## src/rtl/fetch_queue.sv

```systemverilog
// Instruction queue between the IFU and decode: in-order valid/ready FIFO of {instr, pc}
// with a redirect flush that drops all buffered wrong-path entries, plus a saturating flush counter.
module fetch_queue #(
    parameter int unsigned DEPTH       = 4,
    parameter int unsigned PTR_W       = 2,
    parameter int unsigned FLUSH_CNT_W = 16
) (
    input  logic                   clk,
    input  logic                   reset,
    input  logic                   in_valid,
    input  logic [31:0]            in_instr,
    input  logic [31:0]            in_pc,
    output logic                   in_ready,
    input  logic                   flush,
    output logic                   out_valid,
    output logic [31:0]            out_instr,
    output logic [31:0]            out_pc,
    input  logic                   out_ready,
    output logic [PTR_W:0]         count,
    output logic [FLUSH_CNT_W-1:0] flush_count
);

    logic [63:0]            mem_q [DEPTH];
    logic [PTR_W-1:0]       wr_ptr_q, wr_ptr_d;
    logic [PTR_W-1:0]       rd_ptr_q, rd_ptr_d;
    logic [PTR_W:0]         count_q, count_d;
    logic [FLUSH_CNT_W-1:0] flush_cnt_q, flush_cnt_d;
    logic                   push, pop;
    logic [63:0]            head;

    assign in_ready    = (count_q != (PTR_W+1)'(DEPTH));
    assign out_valid   = (count_q != '0);
    assign head        = mem_q[rd_ptr_q];
    assign out_instr   = out_valid ? head[63:32] : 32'h0;
    assign out_pc      = out_valid ? head[31:0] : 32'h0;
    assign count       = count_q;
    assign flush_count = flush_cnt_q;

    // A flush suppresses both handshakes: the incoming word is wrong-path.
    assign push = in_valid & in_ready & ~flush;
    assign pop  = out_valid & out_ready & ~flush;

    always_comb begin
        wr_ptr_d    = wr_ptr_q;
        rd_ptr_d    = rd_ptr_q;
        count_d     = count_q;
        flush_cnt_d = flush_cnt_q;
        if (flush) begin
            rd_ptr_d = wr_ptr_q;
            count_d  = '0;
            if (flush_cnt_q != '1) begin
                flush_cnt_d = flush_cnt_q + FLUSH_CNT_W'(1);
            end
        end else begin
            if (push) begin
                wr_ptr_d = wr_ptr_q + PTR_W'(1);
            end
            if (pop) begin
                rd_ptr_d = rd_ptr_q + PTR_W'(1);
            end
            case ({push, pop})
                2'b10:   count_d = count_q + (PTR_W+1)'(1);
                2'b01:   count_d = count_q - (PTR_W+1)'(1);
                default: count_d = count_q;
            endcase
        end
    end

    always_ff @(posedge clk) begin
        if (reset) begin
            wr_ptr_q    <= '0;
            rd_ptr_q    <= '0;
            count_q     <= '0;
            flush_cnt_q <= '0;
        end else begin
            wr_ptr_q    <= wr_ptr_d;
            rd_ptr_q    <= rd_ptr_d;
            count_q     <= count_d;
            flush_cnt_q <= flush_cnt_d;
        end
    end

    // Storage needs no reset; entries are only visible once counted.
    always_ff @(posedge clk) begin
        if (!reset && push) begin
            mem_q[wr_ptr_q] <= {in_instr, in_pc};
        end
    end

endmodule
```

## config.mk

```make
export PLATFORM = sky130hd
export DESIGN_NAME = fetch_queue
export DESIGN_NICKNAME = d
export VERILOG_FILES = /design/src/rtl/fetch_queue.sv
export SDC_FILE = /design/constraint.sdc
export NUM_CORES = 1
export LEC_CHECK = 0
export ABC_AREA = 1
export CORE_ASPECT_RATIO = 0.6
export CORE_UTILIZATION = 47
export CTS_CLUSTER_DIAMETER = 60
export CTS_CLUSTER_SIZE = 14
export DETAILED_ROUTE_END_ITERATION = 12
export DONT_BUFFER_PORTS = 1
export PLACE_DENSITY = 0.74
export REMOVE_ABC_BUFFERS = 1
export SETUP_SLACK_MARGIN = 0.2
export SLEW_MARGIN = 25
export SYNTH_ARGS = -nofsm -noshare
export SYNTH_HDL_FRONTEND = slang
export SYNTH_SLANG_ARGS = --single-unit
```

## constraint.sdc

```tcl
create_clock -name clk -period 7.4 [get_ports clk]
set_input_delay 1.11 -clock clk [delete_from_list [all_inputs] [get_ports clk]]
set_output_delay 1.11 -clock clk [all_outputs]
set_load 0.005 [all_outputs]
```

**Word-level counts from Yosys, hierarchy flattened**

Memories as Yosys holds them, arrays and structs flattened. A register that Yosys moved wholly into a read port is not among the register bits.
Cells that the tools add are included.

- Output and inout port bits: 85
- Memories: 1
- Bits in writable memories: 256
- Register bits after elaboration: 23
- Input port bits: 69
- Word-level logic and storage cells: 36

Memories:

| name | words | width | rd ports | clocked after memory_dff | write ports | line | source |
|---|---|---|---|---|---|---|---|
| mem_q | 4 | 64 | 1 | 1 | 1 | 23 | `logic [63:0] mem_q [DEPTH];` |

- Multiplexer cells: 9
- Bitwise gates (word level): 5
- Reductions and logical operators: 8
- Equality and inequality tests: 4
- Add/sub/neg operators: 5

Operators by type and width:

| cell | number |
|---|---|
| $mux 32 | 2 |
| $add 16x1->16 const B | 1 |
| $ne 16x16->1 const B | 1 |
| $mux 2 | 4 |
| $pmux 3 s2 | 1 |
| $add 2x1->2 const B | 2 |
| $and 1x1->1 | 4 |
| $reduce_and 2->1 | 2 |
| $reduce_bool 2->1 | 2 |
| $add 3x1->3 const B | 1 |
| $ne 3x3->1 const B | 1 |
| $reduce_bool 3->1 | 1 |
| $sub 3x1->3 const B | 1 |
| $eq 2x1->1 const B | 1 |
| $eq 2x2->1 const B | 1 |
| $mux 1 | 2 |
| $reduce_or 2->1 | 1 |
| $logic_and 1x1->1 | 1 |
| $logic_not 1->1 | 1 |
| $not 1->1 | 1 |

**Depth between registers and ports, before layout**

- Depth in word-level cells: 7
- Depth in mapped cells: 12
- Depth with buffers taken out: 11

**Worst setup path after synthesis**

OpenSTA, ideal clock, no wires.

- Path type: input-to-reg
- From: in flush
- To: mem mem_q[0][0], enable pin
- Stages on the path: 4
- Arrival: 4.279 ns
- Required time: 6.914 ns
- Setup slack: 2.634 ns
- Path buffers: 1
- Library setup time: 0.486 ns
- Path through: buf_4 -> nor2_1 -> nand3_1 -> nor2_1

- Word-level cells in the longest chain between the ends: 5

RTL lines:

| what | line | source |
|---|---|---|
| start: declaration | 14 | `input logic flush,` |
| $not 1->1 (no source line) | -- |  |
| $and 1x1->1 | 40 | `assign push = in_valid & in_ready & ~flush;` |
| $logic_and 1x1->1 | 85 | `if (!reset && push) begin` |
| $mux 1 | 85 |  |
| $mux 1 (not written as such) | 86 | `mem_q[wr_ptr_q] <= {in_instr, in_pc};` |
| end: declaration | 23 |  |

Every way passes these cells.

==> run metrics <==
Hold Path Class register to register; total power per unit cell area 250 nW/µm²; diodes inserted 0; largest family of logic cells by synthesized area simple AND/OR/NAND/NOR gates; R2R Path End mem_q[3][39]$_DFFE_PP_; register bit total from synthesis around 280; Vias/cell approximately 5.4; share of cells above drive strength 1 slightly above 6%; CTS Buffer Depth 3; Worst Hold End count[0]$_SDFFE_PP0P_; sequential-to-total area share from yosys stat 72.2%; WP data required 6.29 ns; CP arrival 3.10 ns; Post-Syn Area per Cell 11.5 µm²; first-pass GRT wire length 36500 µm; post-synthesis mux area share 0%; synth warn 0; H-tree depth 1; num rows 43; Hold Vio Cnt, Final 0; Antenna Nets Post-Route 0; Setup CP Type register to output port; Root Driver clkbuf_16; Post-CTS Hold Fix Bufs 0; synth top area cells edfxtp_1 68%, nor2_1 10%, o21ai_0 6.0%, dfxtp_1 4.4%, a21oi_1 3.6%; Iter 0 DRT Violations 516; Initial Util 48.4%; r2r startpoint count[1]$_SDFFE_PP0P_; Switching Share 21.2%; post-synthesis compound-gate area fraction roughly a tenth; Ports between 150 and 200; routed wire length per instance ~18 µm; minimum clock period 4.21 ns; internal power 0.00243 W; Die W 203 µm; clock latency on the worst-skew pair 0.52 ns; R2R cell count 5; Cells on Worst Hold Path 1; Synth Area in XOR/XNOR 0.0772%; worst hold start count[0]$_SDFFE_PP0P_; Fin Hold WS about 0.51 ns; Sequential Area 8190 µm²; fill count 1994; cell taking the most area after synthesis edfxtp_1; nets 1042; MaxCap Viol Count 0; post-DP HPWL 13800 µm; skew final 0.0173 ns; TritonCTS clock tree yes; DRC 0; Peak supply drop roughly 0.21 mV; Post-Syn Area 11300 µm²; vias about 7000; Final Setup Violations 0; setup tns final 0 ns; first drt pass iteration count 5; number of global-route vias before repair 6599; final WL about 24000 µm; CTS buffer count 24; Total GRT Usage about a fifth; CP max FO 70; Clock Sinks 281; RSZ-0062 raised after global routing false; power after layout 0.00308 W; Tcrit/Tclk final 56.9%; initial antenna violation count 0; Worst slew margin about 34%; status complete, no violations; reported net switching power between 0.0006 and 0.0007 W; largest net degree at the start of global routing 77; # Post-CTS Setup Buffers 0; Combinational Power Share 4.6%; Yosys top cell area share between 60% and 70%; Worst Tran Pin Value about 0.99 ns; Post-Synth Simple-Gate Area 13.7%; most used standard cell by instance count after synthesis nor2_1; endpoint class of the critical path output port; Pins Over Slew Limit 0; Synth Area in Adders less than 1%; startpoint types register; Syn Inst Count 982; Main synth FF type edfxtp_1; Clock Pin Slew Worst Setup and Hold Paths 0.06 ns; Final GP Congestion between 0.8 and 0.9; die area 24800 µm²; most common library cells after synthesis 304 x nor2_1, 256 x edfxtp_1, 135 x o21ai_0; total gr overflow 0; Clock power frac 37.9%; Seq pwr share 57.5%; area of the multi-input gates 2800 µm²; PostCTS Resize Cnt 0; IO Port Bufs 0; Lkg Pwr 4.08 nW; reg-to-reg slack, setup 4.50 ns; Netlist cell types 31; Post-synth EDFFs ~260; Fmax achieved 0.237 GHz; area delta synth->final 8.49%; Die Height 122 µm; post-synthesis async set-or-reset flop share 0%; Core ar. 23400 µm²
area by class of cell:
cell class | instances | share of cell area, %
clock buffers | 42 | 5.60
well taps | 315 | 3.20
inverters | 37 | 1.14
multi-input cells | 613 | 22.7
repair buffers | 9 | 0.549
flip-flops and latches | 281 | 66.6
clock inverters | 2 | 0.163
flip-flops by register name, indices dropped and copies added, names as in the netlist, named ones only:
signal	flops
count	3
flush_count	16
mem_q	256
rd_ptr_q	2
wr_ptr_q	2
worst max path at each step:
stage | from | to | slack (ns) | cells past startpoint
finish | register | out_pc[21] | 3.19 | 4
global route | register | out_pc[0] | 2.94 | 4
CTS | register | out_pc[21] | 3.19 | 4
detailed placement | register | out_pc[21] | 3.76 | 4
global placement | register | out_pc[24] | 3.82 | 4
floorplan | register | out_pc[30] | 2.14 | 3
per-stage QoR:
| step | setup slack, ns | cells | util (%) | instance area (µm²) |
|---|---|---|---|---|
| after floorplan | 2.14 | 931 | - | 11100 |
| after global placement | 3.82 | 1255 | 49.5 | 11600 |
| after detailed placement | 3.76 | 1255 | 49.5 | 11600 |
| after CTS | 3.19 | 1299 | 52.6 | 12300 |
| after global routing | 2.94 | 1299 | 52.6 | 12300 |
| final | 3.19 | 1299 | 52.6 | 12300 |
worst max-delay path: stages (launching register included):
cell and delay (ns):
dfxtp_4 0.72, clkinv_2 0.76, buf_4 0.57, o21ai_0 0.29
a21oi_1 0.14
logic make-up (layout without fill, tap and decap cells):
family,count (synthesis),count (layout)
adders and majority gates,7,7
and+or+nand+nor,384,384
AOI/OAI and AO/OA,221,221
xor gates and xnor gates,1,1
buffers and inverters,88,90
DFF,281,281
cells in the final DEF (no fill, tap or decap), types with 4 or more instances in the layout:
cell       count
nor2_1       300
edfxtp_1     256
o21ai_0      135
a21oi_1       81
nand2_1       46
inv_1         31
clkbuf_16     25
dfxtp_1       23
clkbuf_1      17
nand3_1       16
buf_4          9
nor2_4         6
ha_1           6
inv_2          4
nand2_2        4
routing by layer:
layer / share of wire (%) / global-route usage, %
met5: 0 / 0
met4: 1.3 / 3.67
met3: 9.2 / 6.61
met2: 44 / 29.3
met1: 45 / 26.4
power groups by stage:
stage                     sequential (W)  clock (W)  combinational [W]
after floorplan                  0.00181          0          0.0000923
after global placement           0.00180          0           0.000138
after detailed placement         0.00180          0           0.000141
after CTS                        0.00177    0.00119           0.000142
after global routing             0.00177    0.00125           0.000160
final                            0.00177    0.00117           0.000141
Note: power is estimated with default switching activity, not from simulation.
